==> config.mk <==
export PLATFORM = sky130hd
export DESIGN_NAME = input_load_ctrl
export DESIGN_NICKNAME = d
export VERILOG_FILES = /design/src/rtl/input_load_ctrl.sv
export SDC_FILE = /design/constraint.sdc
export NUM_CORES = 1
export LEC_CHECK = 0
export ABC_AREA = 1
export ABC_CLOCK_PERIOD_IN_PS = 2500
export CAP_MARGIN = 30
export CORE_ASPECT_RATIO = 1.4
export CORE_MARGIN = 5
export CORE_UTILIZATION = 40
export DETAILED_ROUTE_END_ITERATION = 12
export PLACE_DENSITY = 0.71
export SYNTH_ARGS = -nofsm -noshare
export SYNTH_HDL_FRONTEND = slang
export SYNTH_SLANG_ARGS = --single-unit
export TNS_END_PERCENT = 50
==> constraint.sdc <==
create_clock -name clk -period 2.5 [get_ports clk]
set_input_delay 0.5 -clock clk [delete_from_list [all_inputs] [get_ports clk]]
set_output_delay 0.5 -clock clk [all_outputs]
set_load 0.02 [all_outputs]
==> src/rtl/input_load_ctrl.sv <==
// input_load_ctrl
//   Sequencer between the input FIFO read side and the on-chip memories. Consumes
//   the serial word stream in three phases (KD-tree internal nodes, leaves, query
//   patches), assembles each record and issues one wide write per record to the
//   node, leaf or query memory. Sticky phase-complete flags report load status.
// Ports
//   clk, rst_n                         core clock, async active-low reset
//   load_kdtree / load_query           1-cycle start pulses (full load / queries only)
//   in_fifo_rempty_n, in_fifo_rdata    FWFT FIFO head word and its valid
//   in_fifo_deq                        pop head word (combinational)
//   node_wen/waddr/wdim/wmedian        internal node write port
//   leaf_wen/waddr/wsel/wdata          leaf patch write port {idx, elem4..elem0}
//   query_wen/waddr/wdata              query patch write port {elem4..elem0}
//   kdtree_loaded, queries_loaded      sticky completion flags
//   busy                               loading in progress (NODE, LEAF or QUERY)
module input_load_ctrl #(
  parameter int DATA_WIDTH = 11,
  parameter int IDX_WIDTH  = 9,
  parameter int PATCH_SIZE = 5,
  parameter int LEAF_SIZE  = 8,
  parameter int NUM_LEAVES = 64,
  parameter int LEAF_ADDRW = 6,
  parameter int NUM_QUERYS = 494,
  localparam int QADDRW    = $clog2(NUM_QUERYS),
  localparam int LSELW     = $clog2(LEAF_SIZE)
) (
  input  logic                                    clk,
  input  logic                                    rst_n,
  input  logic                                    load_kdtree,
  input  logic                                    load_query,
  input  logic                                    in_fifo_rempty_n,
  input  logic [DATA_WIDTH-1:0]                   in_fifo_rdata,
  output logic                                    in_fifo_deq,
  output logic                                    node_wen,
  output logic [LEAF_ADDRW-1:0]                   node_waddr,
  output logic [2:0]                              node_wdim,
  output logic [DATA_WIDTH-1:0]                   node_wmedian,
  output logic                                    leaf_wen,
  output logic [LEAF_ADDRW-1:0]                   leaf_waddr,
  output logic [LSELW-1:0]                        leaf_wsel,
  output logic [PATCH_SIZE*DATA_WIDTH+IDX_WIDTH-1:0] leaf_wdata,
  output logic                                    query_wen,
  output logic [QADDRW-1:0]                       query_waddr,
  output logic [PATCH_SIZE*DATA_WIDTH-1:0]        query_wdata,
  output logic                                    kdtree_loaded,
  output logic                                    queries_loaded,
  output logic                                    busy
);

  localparam logic [2:0] S_IDLE  = 3'd0;
  localparam logic [2:0] S_NODE  = 3'd1;
  localparam logic [2:0] S_LEAF  = 3'd2;
  localparam logic [2:0] S_QUERY = 3'd3;
  localparam logic [2:0] S_DONE  = 3'd4;

  localparam logic [LEAF_ADDRW-1:0] LAST_NODE  = LEAF_ADDRW'(NUM_LEAVES - 2);
  localparam logic [LEAF_ADDRW-1:0] LAST_LEAF  = LEAF_ADDRW'(NUM_LEAVES - 1);
  localparam logic [LSELW-1:0]      LAST_SLOT  = LSELW'(LEAF_SIZE - 1);
  localparam logic [QADDRW-1:0]     LAST_QUERY = QADDRW'(NUM_QUERYS - 1);
  localparam logic [2:0]            LEAF_IDXW  = 3'(PATCH_SIZE);
  localparam logic [2:0]            QUERY_LASTW = 3'(PATCH_SIZE - 1);
  localparam int                    QBUFW      = (PATCH_SIZE - 1) * DATA_WIDTH;

  logic [2:0]                       state;
  logic [2:0]                       word_cnt;
  logic [LEAF_ADDRW-1:0]            node_cnt;
  logic [LEAF_ADDRW-1:0]            leaf_cnt;
  logic [LSELW-1:0]                 slot_cnt;
  logic [QADDRW-1:0]                query_cnt;
  logic [2:0]                       dim_buf;
  logic [PATCH_SIZE*DATA_WIDTH-1:0] elem_buf;

  assign busy        = (state == S_NODE) || (state == S_LEAF) || (state == S_QUERY);
  assign in_fifo_deq = busy & in_fifo_rempty_n;

  always_ff @(posedge clk or negedge rst_n) begin
    if (!rst_n) begin
      state          <= S_IDLE;
      word_cnt       <= '0;
      node_cnt       <= '0;
      leaf_cnt       <= '0;
      slot_cnt       <= '0;
      query_cnt      <= '0;
      dim_buf        <= '0;
      elem_buf       <= '0;
      node_wen       <= 1'b0;
      node_waddr     <= '0;
      node_wdim      <= '0;
      node_wmedian   <= '0;
      leaf_wen       <= 1'b0;
      leaf_waddr     <= '0;
      leaf_wsel      <= '0;
      leaf_wdata     <= '0;
      query_wen      <= 1'b0;
      query_waddr    <= '0;
      query_wdata    <= '0;
      kdtree_loaded  <= 1'b0;
      queries_loaded <= 1'b0;
    end else begin
      node_wen  <= 1'b0;
      leaf_wen  <= 1'b0;
      query_wen <= 1'b0;
      // A word popped in the same cycle as a load pulse is discarded.
      if (load_kdtree) begin
        state          <= S_NODE;
        word_cnt       <= '0;
        node_cnt       <= '0;
        leaf_cnt       <= '0;
        slot_cnt       <= '0;
        query_cnt      <= '0;
        kdtree_loaded  <= 1'b0;
        queries_loaded <= 1'b0;
      end else if (load_query && !busy) begin
        state          <= S_QUERY;
        word_cnt       <= '0;
        query_cnt      <= '0;
        queries_loaded <= 1'b0;
      end else if (in_fifo_deq) begin
        case (state)
          S_NODE: begin
            if (word_cnt == 3'd0) begin
              dim_buf  <= in_fifo_rdata[2:0];
              word_cnt <= 3'd1;
            end else begin
              node_wen     <= 1'b1;
              node_waddr   <= node_cnt;
              node_wdim    <= dim_buf;
              node_wmedian <= in_fifo_rdata;
              word_cnt     <= '0;
              if (node_cnt == LAST_NODE) begin
                node_cnt <= '0;
                state    <= S_LEAF;
              end else begin
                node_cnt <= node_cnt + 1'b1;
              end
            end
          end
          S_LEAF: begin
            if (word_cnt == LEAF_IDXW) begin
              leaf_wen   <= 1'b1;
              leaf_waddr <= leaf_cnt;
              leaf_wsel  <= slot_cnt;
              leaf_wdata <= {in_fifo_rdata[IDX_WIDTH-1:0], elem_buf};
              word_cnt   <= '0;
              if (slot_cnt == LAST_SLOT) begin
                slot_cnt <= '0;
                if (leaf_cnt == LAST_LEAF) begin
                  leaf_cnt      <= '0;
                  kdtree_loaded <= 1'b1;
                  state         <= S_QUERY;
                end else begin
                  leaf_cnt <= leaf_cnt + 1'b1;
                end
              end else begin
                slot_cnt <= slot_cnt + 1'b1;
              end
            end else begin
              elem_buf[word_cnt*DATA_WIDTH +: DATA_WIDTH] <= in_fifo_rdata;
              word_cnt <= word_cnt + 1'b1;
            end
          end
          S_QUERY: begin
            // The last element goes straight from the FIFO into the write data.
            if (word_cnt == QUERY_LASTW) begin
              query_wen   <= 1'b1;
              query_waddr <= query_cnt;
              query_wdata <= {in_fifo_rdata, elem_buf[QBUFW-1:0]};
              word_cnt    <= '0;
              if (query_cnt == LAST_QUERY) begin
                query_cnt      <= '0;
                queries_loaded <= 1'b1;
                state          <= S_DONE;
              end else begin
                query_cnt <= query_cnt + 1'b1;
              end
            end else begin
              elem_buf[word_cnt*DATA_WIDTH +: DATA_WIDTH] <= in_fifo_rdata;
              word_cnt <= word_cnt + 1'b1;
            end
          end
          default: ;
        endcase
      end
    end
  end

endmodule

# Word-level counts from Yosys, hierarchy flattened
# Cells that the tools add are included.
op_classes:
  addsub: 6
  multipliers: 1
  n_eq_ne: 20
  shift: 2
  muxes: 75
  n_bitwise: 4
  n_reduce_logical: 30
op_table:
  columns: ["cell", "count"]
  rows:
  - ["55-bit two-way mux", 2]
  - ["55-bit one-hot mux with 2 select lines", 1]
  - ["6-bit two-way mux", 13]
  - ["3-bit two-way mux", 21]
  - ["55-bit bitwise mux", 1]
  - ["11-bit by 34-bit variable shift with 55-bit output, first input constant", 1]
  - ["11-bit by 34-bit indexed part select with 55-bit output", 1]
  - ["9-bit two-way mux", 6]
  - ["7-bit negation with 34-bit output", 1]
  - ["1-bit two-way mux", 29]
  - ["5-bit AND reduction", 5]
  - ["4-bit by 2-bit inequality test with 1-bit output, second input constant", 6]
  - ["3-bit one-hot mux with 3 select lines", 2]
  - ["2-bit nonzero test", 7]
  - ["6-bit by 1-bit adder with 6-bit output, second input constant", 2]
  - ["6-bit equality test, second input constant", 2]
  - ["4-bit AND reduction", 3]
  - ["6-bit AND reduction", 2]
  - ["3-bit nonzero test", 4]
  - ["9-bit by 1-bit adder with 9-bit output, second input constant", 1]
  - ["3-bit equality test, second input constant", 3]
  - ["9-bit equality test, second input constant", 1]
  - ["9-bit AND reduction", 1]
  - ["2-bit inequality test, second input constant", 4]
  - ["14 further kinds", 19]
word_totals:
  register_bits: 250
  input_bits: 16
  out_inout_bits: 164
  elab_cells: 159

# Depth between registers and ports, before layout
# Gate-level depths: netlist of the first run.
logic_depth:
  ltp_word: 8
  mapped_depth: 13
  ltp_nobuf: 12

# Least setup slack after synthesis of the first run
# OpenSTA, ideal clock, no wires.
synth_path:
  kind: "reg2reg"
  from: "register word_cnt[0]"
  to: "register elem_buf[45]"
  setup_time_ns: 0.123
  t_arrival_ns: 2.013
  path_slack_ns: 0.364
  path_stages_with_launch: 14
  n_path_buf: 2
  synth_period_minus_slack_ns: 2.136
  cell_sequence: "dfrtp_1 -> clkbuf_1 -> inv_1 -> ha_1 -> ha_1 -> nand2_2 -> inv_2 -> nor2_4 -> nand3_2 -> nor2_2 -> nand3b_2 -> buf_2 -> nand2_1 -> o21ai_1"
synth_via:
  elab_chain_len: 6
synth_rtl:
  columns: ["item", "line_no", "rtl"]
  rows:
  - ["from (decl)", "65", "logic [2:0] word_cnt;"]
  - ["from (signal assigned)", "159", "word_cnt <= word_cnt + 1'b1;"]
  - ["from (signal assigned)", "178", "word_cnt <= word_cnt + 1'b1;"]
  - ["3-bit by 4-bit multiplier with 7-bit output", "158, 177", null]
  - ["7-bit negation with 34-bit output", "158, 177", null]
  - ["11-bit by 34-bit indexed part select with 55-bit output or 11-bit by 34-bit variable shift with 55-bit output (tied branches)", "158, 177", null]
  - ["55-bit bitwise mux", "158, 177", null]
  - ["55-bit two-way mux (on tied branches)", "164, 139", null]
  - ["55-bit one-hot mux with 2 select lines", "119", "case (state)"]
  - ["to (signal, indexed assignment)", "158", "elem_buf[word_cnt*DATA_WIDTH +: DATA_WIDTH] <= in_fifo_rdata;"]
  - ["to (signal, indexed assignment)", "177", "elem_buf[word_cnt*DATA_WIDTH +: DATA_WIDTH] <= in_fifo_rdata;"]
  - ["to (decl)", "71", "logic [PATCH_SIZE*DATA_WIDTH-1:0] elem_buf;"]
# Parallel ways exist; a longest one is shown, timed or not. The select of a mux whose other input is x is not followed.
# A chain may end at the register's enable or synchronous reset.

# Worst setup path in the final report of the first run
layout_path:
  from: "register state[2]"
  to: "output in_fifo_deq"
layout_via:
  elab_chain_len: 4
layout_rtl:
  columns: ["item", "line_no", "rtl"]
  rows:
  - ["from (decl)", "64", "logic [2:0] state;"]
  - ["from (signal assigned)", "78", "state <= S_IDLE;"]
  - ["from (signal assigned)", "105", "state <= S_NODE;"]
  - ["from (signal assigned)", "114", "state <= S_QUERY;"]
  - ["3-bit by 1-bit equality test with 1-bit output or 3-bit by 2-bit equality test with 1-bit output (tied branches)", "73", "assign busy = (state == S_NODE) || (state == S_LEAF) || (state == S_QUERY);"]
  - ["1-bit logical OR", "73", null]
  - ["1-bit logical OR (*)", "73", null]
  - ["1-bit AND (*)", "74", "assign in_fifo_deq = busy & in_fifo_rempty_n;"]
  - ["to (decl)", "33", "output logic in_fifo_deq,"]
# Mark *: on every way between the ends. The rest lies on a longest branch, timed or not.

==> flow_metrics.env, run 1 <==
export IMPL_pwr_share_clk=0.360
export IMPL_nets=1285
export IMPL_cts_buffers=25
export IMPL_post_cts_buffers=0
export IMPL_synthMuxAreaShare=0
export IMPL_antenna_found_initial=0
export IMPL_rr_startpoint="word_cnt[1]"
export IMPL_power_density_nw_per_um2=783.5
export IMPL_num_io_pins=180
export IMPL_grt_util_all_layers=0.1854
export IMPL_cts_sinks=250
export IMPL_io_buffers=179
export IMPL_num_rows=69
export IMPL_fin_ws_ns=0.1908
export IMPL_final_cell_mix="297 x nand2_1, 249 x dfrtp_1, 176 x clkdlybuf4s50_1"
export IMPL_rr_worst_depth=11
export IMPL_r2r_slack_ns=0.22
export IMPL_outcome="finished clean"
export IMPL_p_int_mw=7.276
export IMPL_post_synth_inst_count=1070
export IMPL_routabilityCongestion=0.8830
export IMPL_finalCriticalPeriod_ns=2.309
export IMPL_pwr_share_comb=0.187
export IMPL_max_stage_delay_ns=0.44
export IMPL_post_dp_hpwl_mm=19.29
export IMPL_crit_top_cell="nand2_1"
export IMPL_period_share=0.9237
export IMPL_clk_path_buf_depth=3
export IMPL_fin_setup_tns_ns=0
export IMPL_die_area_um2=28810
export IMPL_switching_share=0.2965
export IMPL_ir_worst_vdd_v=0.0006214
export IMPL_path_cells="inv_2, nand2_2, nand2_1, nand2_1, inv_1, dlygate4sd2_1"
export IMPL_cts_root_buf="clkbuf_16"
export IMPL_grt_max_degree=76
export IMPL_hold_violations=0
export IMPL_slew_violations=0
export IMPL_cp_endpoint="in_fifo_deq"
export IMPL_grt_ovfl_total=0
export IMPL_ys_async_sr_fraction=1.000
export IMPL_reg2reg_to="elem_buf[54]"
export IMPL_clk_pin_slew_ns=0.06
export IMPL_area_growth_pct=29.57
export IMPL_cts_tree="yes"
export IMPL_core_area_um2=25300
export IMPL_vias_per_cell=4.904
export IMPL_dp_slack_ns=0.2530
export IMPL_synth_edff_count=0
export IMPL_start_kind="flop"
export IMPL_netlist_area_um2=10190
export IMPL_drtPass1Iterations=5
export IMPL_final_common_cell="nand2_1"
export IMPL_p_sw_mw=3.067
export IMPL_drc=0
export IMPL_p_seq_frac=0.453
export IMPL_grt_pass1_vias=7878
export IMPL_clock_latency_ns=0.52
export IMPL_relSlewSlack=0.5858
export IMPL_crit_start="state[2]"
export IMPL_diodes=0
export IMPL_drive_gt1_frac=0.09176
export IMPL_syn_nets=1099
export IMPL_synth_fa_ha_area_frac=0.01596
export IMPL_path_max_fanout=6
export IMPL_worst_hold_path_type="reg2reg"
export IMPL_routedWlPerCell_um=16.61
export IMPL_synth_compound_area_frac=0.1218
export IMPL_cp_slowest_cell="dfrtp_1"
export IMPL_drtIter0Drc=427
export IMPL_synth_seq_cells=250
export IMPL_synth_top_family_by_area="simple AND/OR/NAND/NOR gates"
export IMPL_start_util=0.4028
export IMPL_die_w_um=144.9
export IMPL_yosysSeqAreaShare=0.6140
export IMPL_synth_warnings=0
export IMPL_die_h_um=198.8
export IMPL_worstMarginPinSlew_ns=0.6212
export IMPL_drt_total_wl_mm=26.47
export IMPL_crit_required_ns=2.00
export IMPL_routed_via_count=7817
export IMPL_synth_simple_gate_area_frac=0.1730
export IMPL_rsz0062_at_grt="no"
export IMPL_setup_viol_count_final=0
export IMPL_synth_flop_cell="dfrtp_1"
export IMPL_critical_path_class="reg2out"
export IMPL_p_leak_nw=6.081
export IMPL_crit_path_end_kind="output pin"
export IMPL_drtAntennaViolNets=0
export IMPL_synth_avg_cell_area_um2=9.522
export IMPL_synthXorXnorAreaFrac=0.002579
export IMPL_maxCapViolations=0
export IMPL_critical_path_arrival_ns=1.81
export IMPL_fmax_mhz=433.0
export IMPL_grt_pass1_wl_mm=42.17
export IMPL_ys_types=34
export IMPL_htree_levels=1
export IMPL_skew_ns=0.01636
==> how the worst min path moves through the flow <==
stage | startpoint | end | slack (ns) | cells past startpoint
after floorplan | rst_n | dim_buf[0] | 0.20 | 0
after global placement | leaf_wdata[48] | leaf_wdata[48] | 0.46 | 2
after detailed placement | leaf_wsel[1] | leaf_wsel[1] | 0.46 | 2
after CTS | leaf_wsel[1] | leaf_wsel[1] | 0.47 | 2
after global routing | leaf_waddr[2] | leaf_waddr[2] | 0.50 | 2
final | leaf_wsel[1] | leaf_wsel[1] | 0.47 | 2
==> power groups by stage <==
stage,Combinational (mW),Sequential (mW),Clock (mW)
after detailed placement,1.95,4.75,0
after CTS,1.96,4.68,3.80
final,1.94,4.68,3.73
after global routing,2.17,4.72,3.98
after floorplan,0.941,4.88,0
after global placement,1.92,4.74,0
==> critical path, delay by kind of cell, from the launching register on <==
kind | cells | cell delay, ns
buffers and inverters | 3 | 0.50
and+or+nand+nor | 3 | 0.36
DFF | 1 | 0.44
==> synthesized netlist by cell type (all sizes together) (3+ instances only) <==
master,number,share of area
nor3,7,0.0034
a21oi,27,0.013
a31oi,4,0.0025
nand4,4,0.0025
nor2,52,0.026
nand2,304,0.11
dfrtp,250,0.61
ha,13,0.016
o22ai,4,0.0025
buf,37,0.030
o21ai,195,0.099
xor2,3,0.0026
nand3,48,0.026
inv,100,0.037
clkbuf,14,0.0052
==> flip-flops by register name, indices dropped and copies added (netlist names), 6 cells and up <==
signal,count
elem_buf,55
leaf_cnt,6
leaf_waddr,6
leaf_wdata,64
node_cnt,6
node_waddr,6
node_wmedian,11
query_cnt,9
query_waddr,9
query_wdata,55
==> cell families after synthesis <==
logic type / Yosys count
AO/OA/AOI/OAI: 235
flip-flops: 250
adder cells (fa/ha/maj): 13
buffers and inverters: 152
XOR/XNOR: 3
AND/OR/NAND/NOR: 417
==> metal layers <==
layer / share of wire / GRT usage / wire, um / up-vias
li1: - / - / - / 3826
met1: 0.39 / 0.2287 / 10310 / 3731
met2: 0.52 / 0.3300 / 13810 / 212
met3: 0.053 / 0.02261 / 1394 / 48
met4: 0.036 / 0.06844 / 961 / 0
met5: 0 / 0 / 0 / -
==> timing repair <==
item                                    in CTS  in global routing
hold buffers                                 1                  0
gates resized for setup                      2                  1
cloned                                       0                  0
endpoints found under the hold margin       48                  0
endpoints found under the setup margin       1                  1
==> area by class of cell <==
type / instances / area, um2
flip-flops and latches: 250 / 6257
clock inverters: 17 / 152.6
fillers: 2279 / 12090
repair buffers: 210 / 2146
clock buffers: 29 / 670.6
well taps: 319 / 399.1
multi-input cells: 668 / 3193
inverters: 101 / 382.9
==> metrics by stage <==
| step | power (mW) | cell area, um2 | utilization | hold WS (ns) | std cells |
|---|---|---|---|---|---|
| 5_1_grt | 10.87 | 13200 | 0.5219 | 0.5020 | 1594 |
| 3_5_place_dp | 6.701 | 12370 | 0.4888 | 0.4591 | 1547 |
| 6_report | 10.34 | 13200 | 0.5219 | 0.4724 | 1594 |
| 3_3_place_gp | 6.664 | 12370 | 0.4888 | 0.4552 | 1547 |
| 2_1_floorplan | 5.822 | 10190 | - | 0.2044 | 1070 |
| 4_1_cts | 10.44 | 13200 | 0.5218 | 0.4743 | 1594 |
No activity file was read; power rests on OpenSTA's default activity.
==> inputs of run 2 (changes only) <==
--- a/config.mk
+++ b/config.mk
@@ -12,7 +12,7 @@
 export CORE_MARGIN = 5
 export CORE_UTILIZATION = 40
 export DETAILED_ROUTE_END_ITERATION = 12
-export PLACE_DENSITY = 0.71
+export PLACE_DENSITY = 0.72
 export SYNTH_ARGS = -nofsm -noshare
 export SYNTH_HDL_FRONTEND = slang
 export SYNTH_SLANG_ARGS = --single-unit
==> flow_metrics.env, run 2 (same netlist as run 1, synthesis figures left out) <==
export IMPL_fin_area_um2=13170
export IMPL_die_h_um=198.8
export IMPL_fin_ws_ns=0.1239
export IMPL_vias_per_cell=4.964
export IMPL_cts_buffers=25
export IMPL_htree_levels=1
export IMPL_grt_util_all_layers=0.1851
export IMPL_p_leak_nw=6.059
export IMPL_max_flop_register="leaf_wdata"
export IMPL_fin_setup_tns_ns=0
export IMPL_start_util=0.4028
export IMPL_slew_violations=0
export IMPL_drc=0
export IMPL_routed_via_count=7893
export IMPL_routabilityCongestion=0.8435
export IMPL_relSlewSlack=0.7179
export IMPL_pwr_share_clk=0.352
export IMPL_cts_sinks=250
export IMPL_drt_total_wl_mm=26.57
export IMPL_final_common_cell="nand2_1"
export IMPL_switching_share=0.2920
export IMPL_final_cell_mix="297 x nand2_1, 248 x dfrtp_1, 177 x clkdlybuf4s50_1"
export IMPL_p_seq_frac=0.459
export IMPL_area_growth_pct=29.25
export IMPL_critical_path_class="reg2out"
export IMPL_drtIter0Drc=468
export IMPL_cts_tree="yes"
export IMPL_routedWlPerCell_um=16.71
export IMPL_largest_register_ff_count=64
export IMPL_diodes=0
export IMPL_hold_violations=0
export IMPL_power_density_nw_per_um2=773.5
export IMPL_dp_slack_ns=0.2659
export IMPL_drtPass1Iterations=4
export IMPL_core_area_um2=25300
export IMPL_crit_required_ns=2.00
export IMPL_clk_path_buf_depth=3
export IMPL_post_dp_hpwl_mm=19.42
export IMPL_maxCapViolations=0
export IMPL_top_regs="leaf_wdata (64), elem_buf (55), query_wdata (55)"
export IMPL_crit_path_end_kind="output pin"
export IMPL_cts_root_buf="clkbuf_16"
export IMPL_worstHoldStart="query_waddr[6]"
export IMPL_critical_path_arrival_ns=1.88
export IMPL_dp_cells=1547
export IMPL_layoutNonFillerInstCount=1590
export IMPL_drtAntennaViolNets=0
export IMPL_die_area_um2=28810
export IMPL_outcome="finished clean"
export IMPL_skew_ns=0.01370
export IMPL_drive_gt1_frac=0.08576
export IMPL_final_core_util=0.5206
export IMPL_finalPower_mw=10.19
export IMPL_p_sw_mw=2.975
export IMPL_start_kind="flop"
export IMPL_nets=1285
export IMPL_clk_pin_slew_ns=0.06
export IMPL_grt_ovfl_total=0
export IMPL_num_rows=69
export IMPL_rr_startpoint="word_cnt[1]"
export IMPL_placed_area_um2=12380
export IMPL_fmax_mhz=420.9
export IMPL_num_io_pins=180
export IMPL_clock_latency_ns=0.52
export IMPL_pwr_share_comb=0.189
export IMPL_path_max_fanout=6
export IMPL_hold_worst_slack_ns=0.4697
export IMPL_setup_viol_count_final=0
export IMPL_finalCriticalPeriod_ns=2.376
export IMPL_worst_hold_path_type="reg2reg"
export IMPL_grt_max_degree=66
export IMPL_io_buffers=179
export IMPL_grt_pass1_vias=7919
export IMPL_rsz0062_at_grt="no"
export IMPL_period_share=0.9504
export IMPL_grt_pass1_wl_mm=42.14
export IMPL_antenna_found_initial=0
export IMPL_p_int_mw=7.212
export IMPL_crit_start="state[2]"
export IMPL_worstMarginPinSlew_ns=0.4217
export IMPL_die_w_um=144.9
export IMPL_ir_worst_vdd_v=0.0005487
[run 2: cell types whose count changed in the layout (fill, tap and decap cells not counted), sizes merged]
| cell | change |
|---|---|
| bufinv | -1 |
| dlymetal6s2s | -1 |
| clkinv | -6 |
| clkdlybuf4s50 | +1 |
| clkbuf | +7 |
| clkinvlp | -4 |
[run 2: critical path, stage by stage (launching register included)]
cell and delay (ns):
dfrtp_1 0.42, inv_2 0.09, nand2_2 0.10, nand2_1 0.13, clkdlybuf4s50_1 0.62
[run 2: layout make-up]
class	instances	area [um2]
Multi-Input combinational cell	668	3193
Clock inverter	6	62.56
Inverter	101	382.9
Sequential cell	250	6259
Fill cell	2303	12130
Clock buffer	36	716.9
Timing Repair Buffer	210	2156
Tap cell	319	399.1
[run 2: metal layers]
metal,up-vias,track usage,routed length [um]
li1,3828,-,-
met5,-,0,0
met4,0,0.06740,943
met2,199,0.3312,14180
met3,49,0.02237,1301
met1,3817,0.2275,10140
[run 2: timing repair]
item                                    CTS  global route
endpoints found under the hold margin    46             0
endpoints found under the setup margin    1             0
setup buffers                             0             0
gates resized for setup                   3             0
hold buffers                              1             0
[run 2: worst paths after layout]
check,endpoint,slack (ns),cells past startpoint
setup / recovery,busy,0.12,4
hold / removal,query_waddr[6],0.47,2
setup reg to reg,elem_buf[46],0.36,12
hold reg to reg,query_waddr[6],0.47,2
max in group asynchronous,elem_buf[35],1.30,3
min in group asynchronous,leaf_wdata[22],0.49,2
[run 2: power groups by stage]
| stage | logic, mW | registers [mW] | clock network (mW) |
|---|---|---|---|
| after floorplan | 0.941 | 4.88 | 0 |
| after global placement | 1.90 | 4.74 | 0 |
| after detailed placement | 1.94 | 4.75 | 0 |
| after CTS | 1.95 | 4.68 | 3.66 |
| after global routing | 2.14 | 4.72 | 3.84 |
| final | 1.93 | 4.68 | 3.58 |
